==> config.mk <==
export PLATFORM = sky130hd
export DESIGN_NAME = keypad_hex_capture_flat
export DESIGN_NICKNAME = d
export VERILOG_FILES = /design/src/rtl/keypad_pkg.sv /design/src/rtl/keypad_hex_capture_if.sv /design/src/rtl/keypad_debounce.sv /design/src/rtl/keypad_hex_capture.sv /design/src/flat_wrapper.sv
export SDC_FILE = /design/constraint.sdc
export NUM_CORES = 1
export LEC_CHECK = 0
export ABC_CLOCK_PERIOD_IN_PS = 5800
export CORE_UTILIZATION = 55
export DETAILED_ROUTE_END_ITERATION = 12
export PLACE_DENSITY = 0.87
export SLEW_MARGIN = 20
export SYNTH_ARGS = -nofsm -noshare
export SYNTH_HDL_FRONTEND = slang
export SYNTH_SLANG_ARGS = --single-unit
==> constraint.sdc <==
create_clock -name clk -period 5.8 [get_ports clk]
set_input_delay 1.16 -clock clk [delete_from_list [all_inputs] [get_ports clk]]
set_output_delay 1.16 -clock clk [all_outputs]
set_load 0.005 [all_outputs]
==> src/rtl/keypad_pkg.sv <==
// Shared types and constants for the keypad capture block: assembler state
// encoding, the row/column key map, scan reset value and idle row pattern.
package keypad_pkg;

   typedef enum logic [2:0] {
      A_HI = 3'd0,
      A_LO = 3'd1,
      B_HI = 3'd2,
      B_LO = 3'd3,
      REQ  = 3'd4
   } asm_state_t;

   localparam logic [3:0] COL_RESET  = 4'b1110;
   localparam logic [3:0] ROW_IDLE   = 4'hF;
   localparam logic [3:0] CLEAR_CODE = 4'hE;

   // KEY_MAP[row][col], index 0 = LSB of fil / col
   localparam logic [3:0] KEY_MAP [4][4] = '{
      '{4'h1, 4'h2, 4'h3, 4'hA},
      '{4'h4, 4'h5, 4'h6, 4'hB},
      '{4'h7, 4'h8, 4'h9, 4'hC},
      '{4'hE, 4'h0, 4'hF, 4'hD}
   };

   // Index of the lowest zero bit; with several rows low the lowest row wins.
   function automatic logic [1:0] low_index(input logic [3:0] v);
      if (!v[0])      return 2'd0;
      else if (!v[1]) return 2'd1;
      else if (!v[2]) return 2'd2;
      else            return 2'd3;
   endfunction

endpackage

==> src/rtl/keypad_hex_capture_if.sv <==
// Operand handshake between the keypad capture block (master) and the
// divider datapath (slave).
interface keypad_hex_capture_if;
   logic [7:0] A_bin;
   logic [7:0] B_bin;
   logic       op_valid;
   logic       op_ready;

   modport master (output A_bin, output B_bin, output op_valid, input op_ready);
   modport slave  (input A_bin, input B_bin, input op_valid, output op_ready);
endinterface

==> src/rtl/keypad_debounce.sv <==
// Row synchronizer and debouncer. A row pattern becomes the stable pattern
// once it has been seen unchanged for DEBOUNCE_CNT cycles; press pulses for
// one cycle when the stable pattern leaves idle.
module keypad_debounce
   import keypad_pkg::*;
#(
   parameter int DEBOUNCE_CNT = 500000
) (
   input  logic       clk,
   input  logic       rst,
   input  logic [3:0] fil,
   output logic [3:0] row_sync,
   output logic [3:0] row_stable,
   output logic       press
);

   localparam int CW = (DEBOUNCE_CNT > 2) ? $clog2(DEBOUNCE_CNT) : 1;
   // The cycle that detects a new pattern already counts as one stable cycle.
   localparam int LOAD_INT = (DEBOUNCE_CNT >= 2) ? DEBOUNCE_CNT - 2 : 0;
   localparam logic [CW-1:0] CNT_LOAD = CW'(LOAD_INT);

   logic [3:0]    sync_1;
   logic [3:0]    cand;
   logic [CW-1:0] cnt;

   // Two-flop synchronizer for the asynchronous row pins
   always_ff @(posedge clk or negedge rst) begin
      if (!rst) begin
         sync_1   <= ROW_IDLE;
         row_sync <= ROW_IDLE;
      end else begin
         sync_1   <= fil;
         row_sync <= sync_1;
      end
   end

   // Stable-count down-counter; any pattern change reloads it
   always_ff @(posedge clk or negedge rst) begin
      if (!rst) begin
         cand       <= ROW_IDLE;
         cnt        <= '0;
         row_stable <= ROW_IDLE;
         press      <= 1'b0;
      end else begin
         press <= 1'b0;
         if (row_sync != cand) begin
            cand <= row_sync;
            cnt  <= CNT_LOAD;
         end else if (cnt != '0) begin
            cnt <= cnt - CW'(1);
         end else if (cand != row_stable) begin
            row_stable <= cand;
            press      <= (cand != ROW_IDLE) && (row_stable == ROW_IDLE);
         end
      end
   end

endmodule

==> src/rtl/keypad_hex_capture.sv <==
// Keypad receiver: column scan, key decode, and assembly of four nibbles
// (A high, A low, B high, B low) into operands handed to the divider.
// Optional build macro KEYPAD_CLEAR_KEY_EN turns key E into a clear key.
//
// state | meaning
// A_HI  | waiting for high nibble of A
// A_LO  | waiting for low nibble of A
// B_HI  | waiting for high nibble of B
// B_LO  | waiting for low nibble of B; next key publishes A/B
// REQ   | op_valid high, operands held until op_ready
module keypad_hex_capture
   import keypad_pkg::*;
#(
   parameter int SCAN_DIV     = 50000,
   parameter int DEBOUNCE_CNT = 500000
) (
   input  logic       clk,
   input  logic       rst,
   input  logic [3:0] fil,
   output logic [3:0] col,
   output logic       key_valid,
   output logic [3:0] key_code,
   keypad_hex_capture_if.master op
);

   localparam int SW = (SCAN_DIV > 2) ? $clog2(SCAN_DIV) : 1;
   localparam logic [SW-1:0] SCAN_LOAD = SW'((SCAN_DIV > 1) ? SCAN_DIV - 1 : 0);

   logic [3:0]    row_sync;
   logic [3:0]    row_stable;
   logic          press;
   logic          frozen;
   logic [SW-1:0] scan_cnt;

   asm_state_t    state;
   logic [7:0]    sh_a;
   logic [3:0]    sh_b_hi;
   logic [7:0]    a_bin;
   logic [7:0]    b_bin;
   logic          op_valid;

   keypad_debounce #(.DEBOUNCE_CNT(DEBOUNCE_CNT)) u_debounce (
      .clk        (clk),
      .rst        (rst),
      .fil        (fil),
      .row_sync   (row_sync),
      .row_stable (row_stable),
      .press      (press)
   );

   // Column stays put while a row is low or a press has not yet released
   assign frozen = (row_sync != ROW_IDLE) || (row_stable != ROW_IDLE);

   // Column scan: rotate the driven-low column every SCAN_DIV idle cycles
   always_ff @(posedge clk or negedge rst) begin
      if (!rst) begin
         col      <= COL_RESET;
         scan_cnt <= SCAN_LOAD;
      end else if (frozen) begin
         scan_cnt <= SCAN_LOAD;
      end else if (scan_cnt == '0) begin
         col      <= {col[2:0], col[3]};
         scan_cnt <= SCAN_LOAD;
      end else begin
         scan_cnt <= scan_cnt - SW'(1);
      end
   end

   // Decode the debounced press against the frozen column
   always_ff @(posedge clk or negedge rst) begin
      if (!rst) begin
         key_valid <= 1'b0;
         key_code  <= 4'h0;
      end else begin
         key_valid <= press;
         if (press) begin
            key_code <= KEY_MAP[low_index(row_stable)][low_index(col)];
         end
      end
   end

   // Operand assembler and divider handshake
   always_ff @(posedge clk or negedge rst) begin
      if (!rst) begin
         state    <= A_HI;
         sh_a     <= 8'h00;
         sh_b_hi  <= 4'h0;
         a_bin    <= 8'h00;
         b_bin    <= 8'h00;
         op_valid <= 1'b0;
      end else if (state == REQ) begin
         if (op.op_ready) begin
            op_valid <= 1'b0;
            state    <= A_HI;
         end
      end else if (key_valid) begin
`ifdef KEYPAD_CLEAR_KEY_EN
         if (key_code == CLEAR_CODE) begin
            state   <= A_HI;
            sh_a    <= 8'h00;
            sh_b_hi <= 4'h0;
         end else
`endif
         begin
            case (state)
               A_HI: begin
                  sh_a[7:4] <= key_code;
                  state     <= A_LO;
               end
               A_LO: begin
                  sh_a[3:0] <= key_code;
                  state     <= B_HI;
               end
               B_HI: begin
                  sh_b_hi <= key_code;
                  state   <= B_LO;
               end
               B_LO: begin
                  a_bin    <= sh_a;
                  b_bin    <= {sh_b_hi, key_code};
                  op_valid <= 1'b1;
                  state    <= REQ;
               end
               default: state <= A_HI;
            endcase
         end
      end
   end

   assign op.A_bin    = a_bin;
   assign op.B_bin    = b_bin;
   assign op.op_valid = op_valid;

endmodule

==> src/flat_wrapper.sv <==
// flat-port wrapper written by rule: the top's interface ports become plain ports
module keypad_hex_capture_flat import keypad_pkg::*;
#(
   parameter int SCAN_DIV     = 50000,
   parameter int DEBOUNCE_CNT = 500000
)
  (clk, rst, fil, col, key_valid, key_code, op_A_bin, op_B_bin, op_op_valid, op_op_ready);
  keypad_hex_capture_if op_i ();
  input  logic clk;
  input  logic rst;
  input  logic [3:0] fil;
  output logic [3:0] col;
  output logic key_valid;
  output logic [3:0] key_code;
  output wire logic [$bits(op_i.A_bin)-1:0] op_A_bin;
  output wire logic [$bits(op_i.B_bin)-1:0] op_B_bin;
  output wire logic [$bits(op_i.op_valid)-1:0] op_op_valid;
  input wire logic [$bits(op_i.op_ready)-1:0] op_op_ready;
  assign op_A_bin = op_i.A_bin;
  assign op_B_bin = op_i.B_bin;
  assign op_op_valid = op_i.op_valid;
  assign op_i.op_ready = op_op_ready;
  keypad_hex_capture #(.SCAN_DIV(SCAN_DIV), .DEBOUNCE_CNT(DEBOUNCE_CNT)) u_core (.clk(clk), .rst(rst), .fil(fil), .col(col), .key_valid(key_valid), .key_code(key_code), .op(op_i));
endmodule
# --- Word-level counts from Yosys, hierarchy flattened ---
# Index checks and enable logic that the tools add are counted.
totals:
  input_bits: 7
  out_inout_bits: 26
  word_cells: 83
  mem_count: 0
  reg_bits: 93
  mem_bits_ro: 0
  latchBits: 0
  ramBits: 0
classes:
  n_div: 0
  eq_ne: 11
  bitwise_logic: 6
  add_sub_neg: 2
  n_shift: 0
  n_mux: 29
  magnitude_cmp: 2
  n_mul: 0
  reduce_logical: 16
op_table:
  columns: ["cell", "count"]
  rows:
  - ["$mux W16", 4]
  - ["$mux W19", 2]
  - ["$bmux W16 S2", 1]
  - ["$reduce_bool A19 Y1", 1]
  - ["$sub A19 B1 Y19 const B", 1]
  - ["$reduce_and A3 Y1", 6]
  - ["$logic_not A16 Y1", 1]
  - ["$sub A16 B1 Y16 const B", 1]
  - ["$mux W2", 6]
  - ["$ne A4 B4 Y1 const B", 3]
  - ["$pmux W3 S4", 1]
  - ["$mux W1", 9]
  - ["$mux W3", 3]
  - ["$bmux W4 S2", 1]
  - ["$mux W4", 2]
  - ["$ne A4 B4 Y1", 2]
  - ["$eq A3 B2 Y1 const B", 2]
  - ["$ge A3 B3 Y1 const B", 2]
  - ["$not A2 Y3", 2]
  - ["$reduce_bool A2 Y1", 3]
  - ["$eq A4 B4 Y1 const B", 1]
  - ["$not A1 Y1", 4]
  - ["$reduce_and A2 Y1", 2]
  - ["$eq A3 B1 Y1 const B", 1]
  - ["other kinds (5)", 5]

# --- Logic depth before layout (Yosys ltp) ---
logic_depth:
  word_depth: 11
  depth_mapped: 7
  ltp_nobuf: 6

# --- Hierarchy ---
# From an unflattened synthesis, not the netlist that was laid out.
hier_totals:
  cells_unflattened: 353
  hier_area_um2: 4212.8
by_module_without_submodules:
  columns: ["mod", "instances", "area_each_um2", "cells_per_inst", "seq_area_each_um2"]
  rows:
  - ["keypad_hex_capture", 1, 2521.2, 203, 1441.4]
  - ["keypad_debounce", 1, 1691.6, 150, 920.9]

# --- Least setup slack after synthesis ---
# No wires, ideal clock.
synth_path:
  kind: "register to register"
  from: "register u_core.u_debounce.cnt[13]"
  to: "register u_core.u_debounce.row_stable[0]"
  setup_ns: 0.082
  stages_incl_launch_ff: 7
  path_buffers: 2
  arrival_ns: 2.085
  setup_slack_ns: 3.633
  cell_sequence: "dfrtp_1 or4_1 buf_2 or3_1 buf_6 nor3_4 mux2_2"
synth_between:
  elab_chain_len: 3
synth_rtl:
  columns: ["item", "line", "text"]
  rows:
  - ["start: declaration", "keypad_debounce.sv:24", "logic [CW-1:0] cnt;"]
  - ["start signal: assignment", "keypad_debounce.sv:50", "cnt <= cnt - CW'(1);"]
  - ["$reduce_bool A19 Y1", "keypad_debounce.sv:49", "end else if (cnt != '0) begin"]
  - ["$not A1 Y1 (no source line)", null, null]
  - ["$reduce_and A3 Y1 (no source line)", null, null]
  - ["end signal: assignment", "keypad_debounce.sv:52", "row_stable <= cand;"]
  - ["end: declaration", "keypad_debounce.sv:13", "output logic [3:0] row_stable,"]
# Every way passes these cells.
# A chain may end at the register's enable or synchronous reset.

# --- Worst setup path in the final report ---
layout_path:
  from: "register u_core.col[1]"
  to: "output col[1]"
layout_rtl:
  columns: ["item", "line", "text"]
  rows:
  - ["start: declaration", "keypad_hex_capture.sv:20", "output logic [3:0] col,"]
  - ["start signal: assignment", "keypad_hex_capture.sv:62", "col <= {col[2:0], col[3]};"]
  - ["end: declaration", "flat_wrapper.sv:12", "output logic [3:0] col;"]
# No word-level cell between the ends.

==> results.py <==
metrics = {
    "run_status": {
        "status": "finished, final reports clean",
    },
    "hold_path": {
        "whs_path_depth": 0,
        "min_from": "u_core.u_debounce.sync_1[0]",
        "hold_end": "u_core.u_debounce.row_sync[0]",
        "hold_class": "reg -> reg",
    },
    "synthesis": {
        "synthAdderAreaFrac_pct": 0.904,
        "syn_inst": 357,
        "synth_nets": 367,
        "ys_seq_area_share_pct": 56.9,
        "synth_compound_area_share_pct": 9.35,
        "synth_top_family_by_area": "simple AND/OR/NAND/NOR gates",
        "ys_warn_count": 0,
        "syn-cell-area_um2": 4150,
        "synth-seq-cells": 93,
        "synth-edff-count": 0,
        "yosys.area_share.simple_pct": 15.6,
        "ys.flop_type": "dfrtp_1",
        "syn_area_per_cell_um2": 11.6,
        "ys_async_sr_fraction_pct": 100,
        "synth-xor-area-share_pct": 2.95,
        "synthMuxAreaShare_pct": 11.2,
        "synth_cell_types": 50,
    },
    "place": {
        "dp.cells": 468,
        "port_buffers": 32,
        "placed_cell_area_um2": 4510,
        "place_hpwl_mm": 5.04,
        "gp_congestion": 0.785,
    },
    "cells_and_area": {
        "nFillCells": 561,
        "n_antenna_cell": 0,
        "final-seq-area_um2": 2360,
        "stdcell_count": 484,
        "nets": 390,
        "final_area_um2": 4740,
        "area_delta_synth_final_pct": 14.2,
        "drive_gt1_share_pct": 24.4,
        "multi_input_area_um2": 1670,
    },
    "floorplanning": {
        "fp.dieW_um": 88.9,
        "die_h_um": 88.9,
        "rows": 31,
        "coreArea_um2": 7290,
        "initial_utilization_pct": 56.9,
        "die_area_um2": 7900,
        "ios": 33,
    },
    "critical_path": {
        "rr_startpoint": "u_core.u_debounce.cnt[0]",
        "worstPathRequired_ns": 4.64,
        "slowest_delay_ns": 0.62,
        "worst_path_max_delay_cell": "dfstp_2",
        "regToRegEndpoint": "u_core.u_debounce.cnt[13]",
        "r2r_cells": 6,
        "crit_path_end_kind": "output port",
        "crit_type": "reg -> out",
        "start_kind": "register",
        "crit_path_start": "u_core.col[1]",
        "cp_num_buf_inv": 1,
        "crit_fanout": 10,
        "r2r_slack_ns": 3.38,
        "worstPathArrival_ns": 1.50,
        "crit_family": "flip-flops",
        "worstPathCellList": "clkdlybuf4s50_1",
    },
    "routing": {
        "wl_mm": 7.35,
        "drc": 0,
        "vias": 2794,
        "first_iter_violations": 224,
        "viasPerCell": 5.77,
        "wl_per_cell_um": 15.2,
        "postRouteAntennaNets": 0,
        "drt-pass1-iter-count": 4,
    },
    "clocking": {
        "cts_root_buffer": "clkbuf_8",
        "htree_levels": 3,
        "cts_tree": "built",
        "cts_resized": 0,
        "clock_sinks": 93,
        "cts_buffers": 9,
        "clockBufferDepth": 2,
        "insertion_delay_ns": 0.36,
        "clkTransAtPathRegs_ns": 0.09,
        "hold_buffers": 0,
        "cts_setup_buffers": 0,
    },
    "timing": {
        "fin_skew_ns": 0.0102,
        "hold_viol": 0,
        "hold_ws_ns": 0.352,
        "slew_violations": 0,
        "worst_pin_slew_ns": 0.847,
        "fin_crit_sh_pct": 45.8,
        "setup_viol": 0,
        "fmax_mhz": 376,
        "rsz0062_at_grt": "false",
        "setup_tns_ns": 0,
        "slew_headroom_pct": 43.0,
        "period_minus_slack_ns": 2.66,
    },
    "grt": {
        "antenna_found_initial": 0,
        "grt_pass1_vias": 2771,
        "grt_start_max_net_pins": 54,
        "grt_pass1_wl_mm": 12.7,
        "track_usage_pct": 21.3,
        "grt_overflow": 0,
    },
    "run": {
        "drv_cap": 0,
    },
    "pwr": {
        "ir_drop_v": 0.000162,
        "leakage_nw": 1.92,
        "p_per_area_nw_per_um2": 247,
    },
}
-- how the worst max path moves through the flow --
stage | endpoint | slack (ns) | depth (start not counted)
final | col[1] | 3.14 | 1
after global placement | u_core.u_debounce.cnt[4] | 3.44 | 4
after floorplan | u_core.u_debounce.row_stable[0] | 3.63 | 6
after CTS | col[2] | 3.11 | 1
after global routing | col[2] | 3.08 | 1
after detailed placement | u_core.u_debounce.cnt[4] | 3.37 | 4
-- report_power, final --
part            total, W  switching, W  internal (W)
Combinational  0.0000295     0.0000201    0.00000940
Clock           0.000480      0.000231      0.000248
Sequential      0.000662    0.00000444      0.000658
-- synthesized netlist by cell type (2+ instances only) --
cell	count	area, um^2
clkbuf_1	19	71.3
xnor2_1	13	114
a21oi_1	15	75.1
dfstp_2	28	736
o21ai_0	18	90.1
o211ai_1	2	15.0
or2_2	5	31.3
nor2_1	18	67.6
dfrtp_1	65	1630
nand2b_1	8	50.1
or3_1	8	50.1
and2_1	2	12.5
a211o_1	2	17.5
nor2b_1	4	25.0
nand4_1	3	18.8
o2111a_1	2	22.5
nand2_1	15	56.3
a211oi_1	3	22.5
ha_1	3	37.5
mux2_2	37	417
a21o_1	2	15.0
nor3_1	12	60.1
nor4_1	11	68.8
inv_1	10	37.5
or4_1	8	60.1
o31ai_1	5	37.5
nand3_1	9	45.0
or4b_2	2	20.0
mux2i_1	5	50.1
and3_1	3	18.8
-- state kept, by name, indices dropped and copies added (netlist names), 8 cells and up --
signal	count
u_core.u_debounce.cnt	19
u_core.op.A_bin	8
u_core.op.B_bin	8
u_core.sh_a	8
u_core.scan_cnt	16
-- kinds of logic after synthesis --
group / Yosys count
AND/OR/NAND/NOR: 114
flip-flops: 93
AO/OA/AOI/OAI: 60
multiplexers: 42
buffers and inverters: 31
XOR/XNOR: 14
adder cells (fa/ha/maj): 3
-- per-layer routing --
| layer | GRT usage (%) | vias up | routed length [um] |
|---|---|---|---|
| li1 | - | 1338 | - |
| met1 | 27.0 | 1382 | 3280 |
| met5 | 0 | - | 0 |
| met3 | 5.22 | 9 | 286 |
| met4 | 8.65 | 0 | 106 |
| met2 | 35.2 | 65 | 3670 |
-- final cells by class --
type | count | area share (%)
Sequential cell | 93 | 49.9
Tap cell | 99 | 2.61
Multi-Input combinational cell | 233 | 35.2
Timing Repair Buffer | 33 | 6.87
Inverter | 10 | 0.792
Clock buffer | 10 | 2.69
Clock inverter | 6 | 1.98
-- through the flow --
| step | worst slack, ns | util [%] | total power (W) |
|---|---|---|---|
| CTS | 3.11 | 64.9 | 0.00119 |
| floorplan | 3.63 | - | 0.000684 |
| finish | 3.14 | 65.0 | 0.00117 |
| global placement | 3.44 | 61.9 | 0.000702 |
| global route | 3.08 | 65.0 | 0.00122 |
| detailed placement | 3.37 | 61.9 | 0.000705 |
-- cells in the final DEF, fill, tap and decap left out, drive strengths merged, types with 3 or more instances in the layout --
cell            n
a211oi          3
a21oi          15
and3            3
clkbuf         10
clkdlybuf4s50  31
dfrtp          65
dfstp          28
ha              3
inv            13
mux2           37
mux2i           5
nand2          15
nand2b          8
nand3           9
nand4           3
nor2           18
nor2b           4
nor3           13
nor4           12
o21ai          18
o31ai           5
or2             5
or3             8
or4             8
xnor2          13
Power figures use the tool's default switching activity.
==> RTL edit (same settings) <==
`DEBOUNCE_CNT` is set to 500000 in 3 places; all go to 125000.
--- a/src/rtl/keypad_debounce.sv
+++ b/src/rtl/keypad_debounce.sv
@@ -4,7 +4,7 @@
 module keypad_debounce
    import keypad_pkg::*;
 #(
-   parameter int DEBOUNCE_CNT = 500000
+   parameter int DEBOUNCE_CNT = 125000
 ) (
    input  logic       clk,
    input  logic       rst,
--- a/src/rtl/keypad_hex_capture.sv
+++ b/src/rtl/keypad_hex_capture.sv
@@ -12,7 +12,7 @@
    import keypad_pkg::*;
 #(
    parameter int SCAN_DIV     = 50000,
-   parameter int DEBOUNCE_CNT = 500000
+   parameter int DEBOUNCE_CNT = 125000
 ) (
    input  logic       clk,
    input  logic       rst,
--- a/src/flat_wrapper.sv
+++ b/src/flat_wrapper.sv
@@ -2,7 +2,7 @@
 module keypad_hex_capture_flat import keypad_pkg::*;
 #(
    parameter int SCAN_DIV     = 50000,
-   parameter int DEBOUNCE_CNT = 500000
+   parameter int DEBOUNCE_CNT = 125000
 )
   (clk, rst, fil, col, key_valid, key_code, op_A_bin, op_B_bin, op_op_valid, op_op_ready);
   keypad_hex_capture_if op_i ();
Function: no difference found for any inputs over 10 cycles, from zero or initial values and one cycle with rst low; that may be too few to reach the edited logic, so the function may still have changed.
==> RTL edit against the unedited design <==
  * Critical path depth is the same
  * Routed wire length decreased by 1.1%
  * Clock power fell by 8.7%
  * Synthesized area fell by 0.90%
  * Non-clock buffer count is the same
  * Sequential share of layout area fell by 0.59 points
  * Power fell by 5.0%
  * Cell area shrank 0.95%
  * Setup slack gained 0.0093 ns
  * Sequential cell count is 2 lower
  * Utilization decreased by 0.27 points
  * Highest routed layer unchanged
==> RTL edit: results (changes against the unedited design) <==
[metrics] met2 routed WL: 3.642 mm (was 3.669 mm)
[metrics] Layout Skew: 0.01558 ns (was 0.01022 ns)
[metrics] distinct cell type count after synthesis: 52 (was 50)
[metrics] Synth top area share: 0.3833 (was 0.3919)
[metrics] Slew @ Worst Pin: 0.9265 ns (was 0.8469 ns)
[metrics] average detailed-routed wire length per instance: 15.08 um (was 15.18 um)
[metrics] worst flop-to-flop path startpoint: u_core.u_debounce.cand[2] (was u_core.u_debounce.cnt[0])
[metrics] run status: complete, no violations (unchanged)
[metrics] Final Hold Slack: 0.3583 ns (was 0.3524 ns)
[metrics] leakage component of the power: 1.957 nW (was 1.915 nW)
[metrics] overall track demand over capacity in global routing: 0.2042 (was 0.2129)
[metrics] biggest area contributors in the synthesized netlist: sky130_fd_sc_hd__dfrtp_1, sky130_fd_sc_hd__dfstp_2, sky130_fd_sc_hd__mux2_2 (unchanged)
[metrics] endpoint of the worst hold-timing path: u_core.u_debounce.row_sync[1] (was u_core.u_debounce.row_sync[0])
[metrics] weighted congestion at the end of routability-driven global placement: 0.8221 (was 0.7848)
[metrics] highest ir drop seen on vdd: 0.1411 mV (was 0.1623 mV)
[metrics] end of the worst register-to-register path: u_core.u_debounce.row_stable[2] (was u_core.u_debounce.cnt[13])
[metrics] maximum number of pins on one net before global-route repair: 78 (was 54)
[metrics] hold path startpoint: u_core.u_debounce.sync_1[1] (was u_core.u_debounce.sync_1[0])
[metrics] met2 Usage GRT: 0.3224 (was 0.3517)
[metrics] iteration-0 DRC count of the detailed router: 240 (was 224)
[metrics] part of the Yosys area used for sequential elements: 0.5622 (was 0.5692)
[metrics] global-route wire length before repair: 12.19 mm (was 12.68 mm)
[metrics] power consumed by the clock network: 0.438 mW (was 0.480 mW)
[metrics] met3 track demand over resource in global routing: 0.04478 (was 0.05224)
[metrics] sum of met3 wire segment lengths after detailed routing: 268 um (was 286 um)
[metrics] grt met1 use: 0.2744 (was 0.2700)
[metrics] number of global-route vias before repair: 2558 (was 2771)
[metrics] critical path's largest stage delay: 0.60 ns (was 0.62 ns)
[metrics] fraction of power consumed by sequential logic: 0.582 (was 0.565)
RTL edit: changes by cell type in the layout (fill, tap and decap cells not counted), moves of 4 or more:
cell,change
sky130_fd_sc_hd__xnor2_1,-6
sky130_fd_sc_hd__xor2_1,+5
sky130_fd_sc_hd__or2_2,-4
sky130_fd_sc_hd__mux2_4,+4
sky130_fd_sc_hd__nor2_1,+4
sky130_fd_sc_hd__nand2b_1,-4
sky130_fd_sc_hd__nor4_1,-5
sky130_fd_sc_hd__nand4_1,+5
sky130_fd_sc_hd__nand3b_1,+4
RTL edit: area by class of cell:
class,instances,area (um2)
Fill cell,553,2560
Sequential cell,91,2312
Multi-Input combinational cell,233,1685
Timing Repair Buffer,33,325.3
Clock buffer,10,137.6
Tap cell,99,123.9
Clock inverter,6,71.32
Inverter,10,37.54
RTL edit: how the worst max path moves through the flow:
stage                                              from                               to  slack (ns)
after floorplan                u_core.u_debounce.cnt[0]        u_core.u_debounce.cnt[14]        3.77
after global placement        u_core.u_debounce.cand[2]  u_core.u_debounce.row_stable[0]        3.54
after detailed placement  u_core.u_debounce.row_sync[3]  u_core.u_debounce.row_stable[2]        3.49
after CTS                                 u_core.col[1]                           col[1]        3.13
after global routing                      u_core.col[1]                           col[1]        3.09
final                                     u_core.col[2]                           col[2]        3.15
RTL edit: metrics by stage:
step	total power [mW]	instance area, um2	cells	setup WS (ns)
final	1.113	4693	482	3.153
after global placement	0.6866	4484	466	3.537
after detailed placement	0.6879	4484	466	3.493
after CTS	1.127	4693	482	3.130
after floorplan	0.6684	4113	352	3.773
after global routing	1.154	4693	482	3.092
RTL edit: logic make-up after synthesis:
logic type	synth area share
muxes	0.1126
buffers and inverters	0.02799
and+or+nand+nor	0.1762
AOI/OAI and AO/OA	0.08123
xor gates and xnor gates	0.02769
DFF	0.5622
adders and majority gates	0.01217
